===== config.mk =====
export PLATFORM = sky130hd
export DESIGN_NAME = rs422_frame_receiver
export DESIGN_NICKNAME = d
export VERILOG_FILES = /design/src/rtl/rs422_frame_receiver.sv
export SDC_FILE = /design/constraint.sdc
export NUM_CORES = 1
export LEC_CHECK = 0
export ABC_AREA = 1
export BUFFER_PORTS_ARGS = -buffer_cell sky130_fd_sc_hd__clkbuf_2
export CORE_ASPECT_RATIO = 1.25
export CORE_MARGIN = 4
export CORE_UTILIZATION = 30
export CTS_CLUSTER_DIAMETER = 80
export DETAILED_ROUTE_END_ITERATION = 10
export SYNTH_ARGS = -nofsm -noshare
export SYNTH_HDL_FRONTEND = slang
export SYNTH_SLANG_ARGS = --single-unit

===== constraint.sdc =====
create_clock -name clk -period 2 [get_ports clk]
set_input_delay 0.4 -clock clk [delete_from_list [all_inputs] [get_ports clk]]
set_output_delay 0.4 -clock clk [all_outputs]
set_load 0.01 [all_outputs]

===== src/rtl/rs422_frame_receiver.sv =====
// rs422_frame_receiver: 8N1 serial byte receiver with 16x oversampling and a one-deep valid/ready output.
// Ports:
//   clk        single clock, rising edge
//   rst_n      asynchronous active-low reset
//   rx_in      asynchronous serial line, idle high
//   rx_data    last accepted byte
//   rx_valid   rx_data holds an unconsumed byte
//   rx_ready   consumer takes rx_data this cycle
//   frame_err  one-cycle pulse on a bad stop bit
//   overrun    one-cycle pulse when a good byte is dropped
//   busy       receiver is not idle
module rs422_frame_receiver #(
  parameter int BAUD_DIV = 27
) (
  input  logic       clk,
  input  logic       rst_n,
  input  logic       rx_in,
  output logic [7:0] rx_data,
  output logic       rx_valid,
  input  logic       rx_ready,
  output logic       frame_err,
  output logic       overrun,
  output logic       busy
);
  typedef enum logic [2:0] {IDLE, START, DATA, STOP, WAIT_HIGH} state_t;
  state_t r_state, w_next;
  logic       r_sync1, r_sync2;
  logic [11:0] r_div;
  logic [3:0] r_tcnt;
  logic [2:0] r_bcnt;
  logic [7:0] r_shift, r_data;
  logic       r_valid, r_ferr, r_ovr;
  logic       w_tick, w_mid, w_end, w_clr, w_deliver, w_ferr, w_shift;
  assign w_tick = r_div == 12'(BAUD_DIV - 1);
  assign w_mid  = w_tick && r_tcnt == 4'd7;
  assign w_end  = w_tick && r_tcnt == 4'd15;
  // w_clr restarts the bit timing: divider and tick count both return to 0
  always_comb begin
    w_next    = r_state;
    w_clr     = 1'b0;
    w_deliver = 1'b0;
    w_ferr    = 1'b0;
    w_shift   = 1'b0;
    case (r_state)
      IDLE: if (!r_sync2) begin
        w_next = START;
        w_clr  = 1'b1;
      end
      START: if (w_mid) begin
        w_next = r_sync2 ? IDLE : DATA;
        w_clr  = 1'b1;
      end
      DATA: if (w_end) begin
        w_shift = 1'b1;
        w_next  = r_bcnt == 3'd7 ? STOP : DATA;
      end
      STOP: if (w_end) begin
        w_next    = r_sync2 ? IDLE : WAIT_HIGH;
        w_deliver = r_sync2;
        w_ferr    = !r_sync2;
      end
      WAIT_HIGH: w_next = r_sync2 ? IDLE : WAIT_HIGH;
      default: w_next = IDLE;
    endcase
  end
  always_ff @(posedge clk or negedge rst_n)
    if (!rst_n) r_state <= IDLE;
    else        r_state <= w_next;
  always_ff @(posedge clk or negedge rst_n) begin
    if (!rst_n) begin
      r_sync1 <= 1'b1;
      r_sync2 <= 1'b1;
      r_div   <= '0;
      r_tcnt  <= '0;
      r_bcnt  <= '0;
      r_shift <= '0;
      r_data  <= '0;
      r_valid <= 1'b0;
      r_ferr  <= 1'b0;
      r_ovr   <= 1'b0;
    end else begin
      r_sync1 <= rx_in;
      r_sync2 <= r_sync1;
      r_div   <= (w_clr || w_tick) ? '0 : r_div + 12'd1;
      r_tcnt  <= w_clr ? '0 : r_tcnt + 4'(w_tick);
      r_bcnt  <= w_clr ? '0 : r_bcnt + 3'(w_shift);
      // LSB arrives first, so shifting in from the top leaves bit 0 in place after eight samples
      if (w_shift) r_shift <= {r_sync2, r_shift[7:1]};
      r_ferr <= w_ferr;
      r_ovr  <= w_deliver && r_valid && !rx_ready;
      // a byte consumed in the delivery cycle makes room for the new one
      if (w_deliver && (!r_valid || rx_ready)) begin
        r_data  <= r_shift;
        r_valid <= 1'b1;
      end else if (rx_ready) begin
        r_valid <= 1'b0;
      end
    end
  end
  assign rx_data   = r_data;
  assign rx_valid  = r_valid;
  assign frame_err = r_ferr;
  assign overrun   = r_ovr;
  assign busy      = r_state != IDLE;
endmodule


==> metrics.txt <==
critical path, cell by cell inv_1 -> ha_1 -> nand2_1 -> inv_1 -> nand2_2 -> nor2_4 -> nand2_4 -> inv_1 -> ha_1 -> ha_1 -> xnor2_1 -> nor2_1; crit path launch type flop; worst min-delay path class in -> async; detailed-router iteration count before antenna repair 4; nets in the synthesized netlist 226; Num Clock Sinks 43; final setup violation count 0; Routability Congestion 0.799; number of H-tree levels 2; capturing element type of the critical path flop; count of mapped cells out of synthesis ~220; Filler Cell Count 677; slowest stage cell, crit path sky130_fd_sc_hd__dfrtp_1; post-place instance area 2180 um^2; Worst R2R End r_bcnt[2]; hold_buf cts 0; die footprint around 8000 um^2; Final Cell Area about 2300 um^2; top flip-flop cell by instance count after synthesis sky130_fd_sc_hd__dfrtp_1; clock tree from TritonCTS yes; Clock Pin Slew Worst Setup and Hold Paths roughly 0.080 ns; placement row count 33; final hold violations 0; maximum ir drop on the vdd rail 0.000285 V; post-synthesis sequential element count 43; ys async rst share 100%; critical register-to-register path startpoint r_div[0]; outcome finished clean; max frequency 589 MHz; Max transition margin around 64%; CP Class reg -> reg; Routed WL ~3200 um; power consumption 1.42 mW; Chip Height 99.6 um; global-route usage over all layers 8.90%; via density per instance 4.19; I/O Pins 16; RSZ-0062 raised after global routing no; Yosys warning count 0; layout overhead on the synthesized area 12.5%; postcts setup bufs 0; Levels on crit path 12; count of unique library cells instantiated by Yosys 28; layout cells sized above 1 ~22%; Crit path largest cell delay 0.40 ns; max-slew violations 0; Max Cap Violations 0; CP Data Arrival Time about 1.9 ns; Core Footprint 6570 um^2; worst slack on hold paths around 0.18 ns; proportion of synthesized chip area in sequential cells ~54%; crit-path leading delay family adder cells; Synth top area share a little over 50%; post_cts resized 0; Synth top cells by count sky130_fd_sc_hd__nand2_1 (44), sky130_fd_sc_hd__dfrtp_1 (41), sky130_fd_sc_hd__nor2_1 (38); largest net degree at the start of global routing 44; NumNets Final 247; Buffers & Inverters on Critical Path 3; Min Clock Period, post-route roughly 1.7 ns; detail-routed net length per standard cell around 10 um; slew at the pin closest to its max-slew limit 0.542 ns; Longest Clk Path Bufs 2; antenna violations before repair 0; core occupancy in the finished layout around a third; clock skew after layout 0.0102 ns; most used standard cell by instance count after synthesis sky130_fd_sc_hd__nand2_1; Detail Placement HPWL 2330 um; leakage dissipation 1.12 nW; 1st-iter DRT viols 94; depth of the worst register-to-register path 12; final critical-path share of the clock period 84.8%; effective utilization at floorplan between 30% and 40%; top cells by area, synth sky130_fd_sc_hd__dfrtp_1 (51%), sky130_fd_sc_hd__nand2_1 (8.2%), sky130_fd_sc_hd__nor2_1 (7.1%); cell at the root of the clock tree sky130_fd_sc_hd__clkbuf_8; Via Count around 1,400; largest driver fanout on the critical path 3; reg2reg setup slack 0.30 ns; number of global-route vias before repair 1,320; number of buffers created by CTS 5; die width between 80 and 90 um; number of buffers added on ports 15; first-pass GRT wire length 5690 um; data required time at the worst endpoint 2.18 ns; accumulated negative setup slack 0 ns; Cell Area, Synth 2020 um^2; Post-synth EDFFs 0; Detail Route Antenna Nets 0; clock latency on the worst-skew pair 0.29 ns; drc violations 0; per-instance average area after synthesis between 9 and 10 um^2; dominant cell type by area after synthesis sky130_fd_sc_hd__dfrtp_1; antenna cell count 0; total grt overflow 0; power density of the placed cells 626 nW/um^2
[worst register-to-register path, stage by stage (launching register included)]
cell                      delay, ns
sky130_fd_sc_hd__dfrtp_1       0.40
sky130_fd_sc_hd__inv_1         0.08
sky130_fd_sc_hd__ha_1          0.14
sky130_fd_sc_hd__nand2_1       0.06
sky130_fd_sc_hd__inv_1         0.08
sky130_fd_sc_hd__nand2_2       0.08
sky130_fd_sc_hd__nor2_4        0.16
sky130_fd_sc_hd__nand2_4       0.06
sky130_fd_sc_hd__inv_1         0.06
sky130_fd_sc_hd__ha_1          0.14
sky130_fd_sc_hd__ha_1          0.16
sky130_fd_sc_hd__xnor2_1       0.11
sky130_fd_sc_hd__nor2_1        0.06
[cell usage in the layout (no fill, tap or decap), types with 4 or more instances in the layout]
cell and instances:
sky130_fd_sc_hd__nand2_2 4, sky130_fd_sc_hd__nand2_1 44, sky130_fd_sc_hd__nand3_1 8, sky130_fd_sc_hd__nor2_1 38, sky130_fd_sc_hd__nand4_1 4, sky130_fd_sc_hd__clkbuf_2 15
sky130_fd_sc_hd__dfrtp_1 41, sky130_fd_sc_hd__xnor2_1 5, sky130_fd_sc_hd__xor2_1 5, sky130_fd_sc_hd__inv_1 25, sky130_fd_sc_hd__ha_1 6, sky130_fd_sc_hd__o21ai_2 16
sky130_fd_sc_hd__clkbuf_8 5
[routing by layer]
metal  up-vias  routed length (um)  global-route usage [%]
li1        712                   -                       -
met1       622                1540                    10.6
met2        22                1450                    14.9
met3         5                 149                    2.54
met4         0                  50                    3.51
met5         -                   0                       0
[through the flow]
step | std cells | worst slack [ns]
6_report | 325 | 0.303
5_1_grt | 325 | 0.0938
4_1_cts | 325 | 0.288
3_5_place_dp | 317 | 0.285
3_3_place_gp | 317 | 0.344
2_1_floorplan | 216 | 0.223
[state kept, by name, indices dropped and copies added (netlist names)]
register and count:
r_bcnt 3, r_state 3, rx_data 8, r_tcnt 4, r_shift 8, r_div 12, frame_err 1, r_sync2 1
r_sync1 1, overrun 1, rx_valid 1
[cells by family (layout without fill, tap and decap cells)]
group                      count (synthesis)  after routing  share of synthesized area, %
DFF                                       43             43                          53.5
xor gates and xnor gates                  10             10                          4.34
AOI/OAI and AO/OA                         21             21                          8.57
buffers and inverters                     29             51                          6.33
and+or+nand+nor                          107            107                          23.5
adders and majority gates                  6              6                          3.72
[area by class of cell]
type / instances / area, um^2 / share of cell area (%)
timing repair buffer: 17 / 90.1 / 3.97
tap: 87 / 109 / 4.80
sequential: 43 / 1080 / 47.5
clock buffer: 5 / 68.8 / 3.03
multi-input combinational: 144 / 810 / 35.7
inverter: 26 / 97.6 / 4.30
clock inverter: 3 / 15.0 / 0.662
[worst max-delay path by stage]
stage / endpoint / start / slack, ns
2_1_floorplan: r_bcnt[2] / r_div[0] / 0.22
3_3_place_gp: r_div[6] / r_div[0] / 0.34
3_5_place_dp: r_bcnt[2] / r_div[0] / 0.28
4_1_cts: r_bcnt[2] / r_div[0] / 0.29
5_1_grt: r_div[6] / r_div[0] / 0.09
6_report: r_bcnt[2] / r_div[0] / 0.30
[report_power, final]
group / internal [mW] / total, mW / switching, mW
logic: 0.00407 / 0.0226 / 0.0185
registers: 0.872 / 0.874 / 0.00154
clock network: 0.239 / 0.524 / 0.285
total: 1.12 / 1.42 / 0.305
No activity file was read; power rests on OpenSTA's default activity.
